File: config.mk
export PLATFORM = sky130hd
export DESIGN_NAME = serial_sub_ctrl
export DESIGN_NICKNAME = d
export VERILOG_FILES = /design/src/rtl/serial_sub_ctrl.sv
export SDC_FILE = /design/constraint.sdc
export NUM_CORES = 1
export LEC_CHECK = 0
export ABC_CLOCK_PERIOD_IN_PS = 1950
export CAP_MARGIN = 20
export CORE_MARGIN = 2
export CORE_UTILIZATION = 45
export DETAILED_ROUTE_END_ITERATION = 8
export DONT_BUFFER_PORTS = 1
export PLACE_DENSITY_LB_ADDON = 0.15
export SLEW_MARGIN = 5
export SYNTH_ARGS = -nofsm -noshare
export SYNTH_HDL_FRONTEND = slang
export SYNTH_SLANG_ARGS = --single-unit
File: constraint.sdc
create_clock -name clk -period 1.95 [get_ports clk]
set_input_delay 0.0975 -clock clk [delete_from_list [all_inputs] [get_ports clk]]
set_output_delay 0.0975 -clock clk [all_outputs]
set_load 0.005 [all_outputs]
File: src/rtl/serial_sub_ctrl.sv
// rtl/serial_sub_ctrl.sv - bit-serial a - b subtractor with valid/ready operand and result handshakes
//
// Purpose:
//   Takes an unsigned operand pair (a, b), runs one 1-bit full-subtractor cell
//   LSB first for WIDTH clocks, then presents diff = a - b (mod 2^WIDTH) and the
//   final borrow until the consumer takes them.
//
// Ports:
//   clk         in   1      rising-edge clock
//   rst_n       in   1      synchronous reset, active low
//   in_valid    in   1      operand pair on a/b is valid
//   in_ready    out  1      block can accept an operand pair (IDLE only)
//   a           in   WIDTH  minuend, unsigned
//   b           in   WIDTH  subtrahend, unsigned
//   out_valid   out  1      diff/borrow_out hold a completed result (DONE only)
//   out_ready   in   1      consumer takes the result
//   diff        out  WIDTH  a - b modulo 2^WIDTH
//   borrow_out  out  1      1 iff a < b

module serial_sub_ctrl #(
  parameter int WIDTH = 8
) (
  input  logic             clk,
  input  logic             rst_n,
  input  logic             in_valid,
  output logic             in_ready,
  input  logic [WIDTH-1:0] a,
  input  logic [WIDTH-1:0] b,
  output logic             out_valid,
  input  logic             out_ready,
  output logic [WIDTH-1:0] diff,
  output logic             borrow_out
);

  localparam int CW = (WIDTH > 1) ? $clog2(WIDTH) : 1;
  localparam logic [CW-1:0] LAST_BIT = CW'(WIDTH - 1);

  typedef enum logic [1:0] {
    IDLE = 2'd0,
    RUN  = 2'd1,
    DONE = 2'd2
  } state_t;

  state_t           state_q;
  logic [WIDTH-1:0] a_sh_q;
  logic [WIDTH-1:0] b_sh_q;
  logic             borrow_q;
  logic [CW-1:0]    cnt_q;
  logic             in_ready_q;
  logic             out_valid_q;
  logic [WIDTH-1:0] diff_q;
  logic             borrow_out_q;

  // Single full-subtractor cell working on the current LSBs.
  logic ai;
  logic bi;
  logic d_bit_d;
  logic bout_d;
  logic [WIDTH-1:0] a_sh_d;

  assign ai      = a_sh_q[0];
  assign bi      = b_sh_q[0];
  assign d_bit_d = ai ^ bi ^ borrow_q;
  assign bout_d  = (~ai & bi) | (~(ai ^ bi) & borrow_q);

  // The minuend register doubles as the result register: each consumed LSB
  // frees the MSB slot, which takes the new difference bit. After WIDTH
  // shifts it holds the full difference, LSB-aligned.
  assign a_sh_d = {d_bit_d, a_sh_q[WIDTH-1:1]};

  always_ff @(posedge clk) begin
    if (!rst_n) begin
      state_q      <= IDLE;
      a_sh_q       <= '0;
      b_sh_q       <= '0;
      borrow_q     <= 1'b0;
      cnt_q        <= '0;
      in_ready_q   <= 1'b1;
      out_valid_q  <= 1'b0;
      diff_q       <= '0;
      borrow_out_q <= 1'b0;
    end else begin
      case (state_q)
        IDLE: begin
          if (in_valid) begin
            a_sh_q     <= a;
            b_sh_q     <= b;
            borrow_q   <= 1'b0;
            cnt_q      <= '0;
            in_ready_q <= 1'b0;
            state_q    <= RUN;
          end
        end

        RUN: begin
          a_sh_q   <= a_sh_d;
          b_sh_q   <= b_sh_q >> 1;
          borrow_q <= bout_d;
          if (cnt_q == LAST_BIT) begin
            // Visible outputs only change here, so they stay frozen through
            // DONE and the following IDLE.
            diff_q       <= a_sh_d;
            borrow_out_q <= bout_d;
            out_valid_q  <= 1'b1;
            state_q      <= DONE;
          end else begin
            cnt_q <= cnt_q + 1'b1;
          end
        end

        DONE: begin
          if (out_ready) begin
            out_valid_q <= 1'b0;
            in_ready_q  <= 1'b1;
            state_q     <= IDLE;
          end
        end

        default: begin
          state_q     <= IDLE;
          in_ready_q  <= 1'b1;
          out_valid_q <= 1'b0;
        end
      endcase
    end
  end

  assign in_ready   = in_ready_q;
  assign out_valid  = out_valid_q;
  assign diff       = diff_q;
  assign borrow_out = borrow_out_q;

endmodule

==> qor.txt <==
Synth Register Bits: 33
Setup TNS: 0 ns
Avg Inst Size Synth: 9.55 µm²
Post-synth top area share: 44.6%
Final hold slack: 0.0160 ns
Layout Area Growth over Synthesis: 6.26%
Slew at the pin with the worst max-slew slack: 1.02 ns
Post-Synthesis Cells: 155
Power Dens Cells: 806 nW/µm²
HPWL Detailed: 1900 µm
DR vias/cell: 5.21
Worst Skew: 0.00828 ns
Largest net degree at the start of global routing: 34
RSZ-0062 raised after global routing: no
CTS tree: done
Setup bufs post-CTS: 0
Initial Utilization: 47.7%
Port Buf Inserts: 0
Via count: 1,053
Final core occ: 50.7%
Num CTS Buffers: 5
Worst EP arrival: 1.65 ns
Max-slew violation count: 0
Hold WC Path Type: in -> reg
Reg2reg setup slack: 0.51 ns
Syn. warnings: 0
Final setup fails: 0
ANT cells: 0
Post-synthesis cell type count: 28
Area leader, netlist: dfxtp_1
Sink Count: 33
Fillers: 324
Die Y-Extent: 61.4 µm
Register area share after synthesis: 44.6%
CP Class: reg -> reg
DR iter-0 viols: 37
EDFF count, synth: 0
H-Tree Depth: 2
Fin crit period: 1.44 ns
Maximum clock frequency: 695 MHz
Headroom to the max-slew limit: 31.7%
Count leader, synth: nand2_1
Layout cell share with drive strength beyond 1: 8.86%
Cell Rows: 20
GPL Wtd Cong: 0.692
Die Wd: 61.4 µm
Initial antenna violation count: 0
Setup crit start kind: flop
Worst VDD drop: 0.410 mV
Crit Path Max Fanout: 4
Top FF cell, synth: dfxtp_1
Final Hold Vio Count: 0
Clk slew on worst S/H paths: 0.11 ns
Synth top area cells: dfxtp_1 45%, mux2i_1 10%, o211a_1 10%, nand2_1 9.6%, a21boi_0 4.1%
DRT antenna net count: 0
Vias in the first global route: 995
GRT Residual Overflow: 0
Mapped cell area: 1480 µm²
Status: completed
Worst setup margin: 0.511 ns
Dpl ws: 0.518 ns
WL final: 2650 µm
Top cells by count, synth: 38 x nand2_1, 33 x dfxtp_1, 15 x mux2i_1, 15 x o211a_1, 8 x a21boi_0
CTS Root Cell: clkbuf_4
Setup crit end kind: flop
Syn_nets: 178
GRT Total Usage: 16.2%
I/O Pins: 31
Worst skew pair latency: 0.33 ns
# DRC: 0
Pre-antenna DRT Iters: 4
Core Region: 3100 µm²
Layout Nets: 180
Global-route wire length before repair: 4370 µm
Die footprint: 3760 µm²
WL per Instance: 13.1 µm
Leak: 0.722 nW
Period utilization: 73.8%
Max-Cap Viols: 0
Worst EP required: 2.16 ns
Worst-case clock buffer depth: 2
Async SR Flop Fraction: 0%
metal layers:
layer  track usage, %  share of wire (%)  vias up
met4             5.47                1.4        0
met1             20.0                 48      489
met3             6.72                6.0        6
met5                0                  0        -
met2             25.8                 45       25
li1                 -                  -      533
cells in the final DEF, fill, tap and decap left out, types with 2 or more instances in the layout:
cell / instances
a21boi_0: 8
a21oi_1: 3
and2_1: 2
buf_4: 4
clkbuf_4: 5
clkinv_2: 2
dfxtp_1: 33
dlygate4sd3_1: 3
ha_1: 2
inv_1: 4
mux2i_1: 15
nand2_1: 38
nand2b_1: 2
nor2_1: 2
nor2b_1: 3
nor3b_1: 2
o211a_1: 15
o21ai_0: 4
report_power, final:
group / leakage, nW / switching, mW / internal [mW]
sequential: 0.271 / 0.0285 / 0.712
combinational: 0.420 / 0.0746 / 0.0792
clock: 0.0310 / 0.237 / 0.136
critical path: stages (launching register included):
cell	delay (ns)
dfxtp_1	0.34
ha_1	0.20
ha_1	0.21
nand2b_1	0.16
a21oi_1	0.27
o22ai_1	0.14
area by class of cell:
class                           count  area (µm²)  share of cell area (%)
Tap cell                           44        55.1                    3.50
Clock buffer                        5        37.5                    2.39
Sequential cell                    33         661                    42.0
Clock inverter                      3        17.5                    1.11
Inverter                            4        15.0                   0.955
Multi-Input combinational cell    106         727                    46.2
Timing Repair Buffer                7        60.1                    3.82
worst paths after layout:
| check | from | endpoint | cells past startpoint |
|---|---|---|---|
| max | cnt_q[0] | cnt_q[0] | 5 |
| min | a[1] | a_sh_q[1] | 3 |
| max reg2reg | cnt_q[0] | cnt_q[0] | 5 |
| min reg2reg | cnt_q[2] | cnt_q[2] | 2 |
what timing repair did:
action / 4_1_cts / 5_1_grt
hold buffers: 3 / 0
hold endpoints to repair: 33 / 0
gates resized for setup: 0 / 0
sequential cells by signal, indices dropped and copies added (netlist names):
name        cells
borrow_q        1
cnt_q           3
state_q         2
borrow_out      1
b_sh_q          8
a_sh_q          8
in_ready        1
diff            8
out_valid       1
through the flow:
step	power [mW]	instance area, µm²	cells
floorplan	0.882	1480	155
global route	1.34	1570	202
finish	1.27	1570	202
global placement	0.890	1490	191
detailed placement	0.898	1490	191
CTS	1.28	1570	202
logic make-up after synthesis:
| kind of cell | count (synthesis) | synth area share, % |
|---|---|---|
| multiplexers | 15 | 10.1 |
| flip-flops | 33 | 44.6 |
| buffers and inverters | 16 | 6.25 |
| AND/OR/NAND/NOR | 53 | 16.7 |
| AO/OA/AOI/OAI | 35 | 19.2 |
| adder cells (fa/ha/maj) | 3 | 3.04 |
No activity file was read; power rests on OpenSTA's default activity.
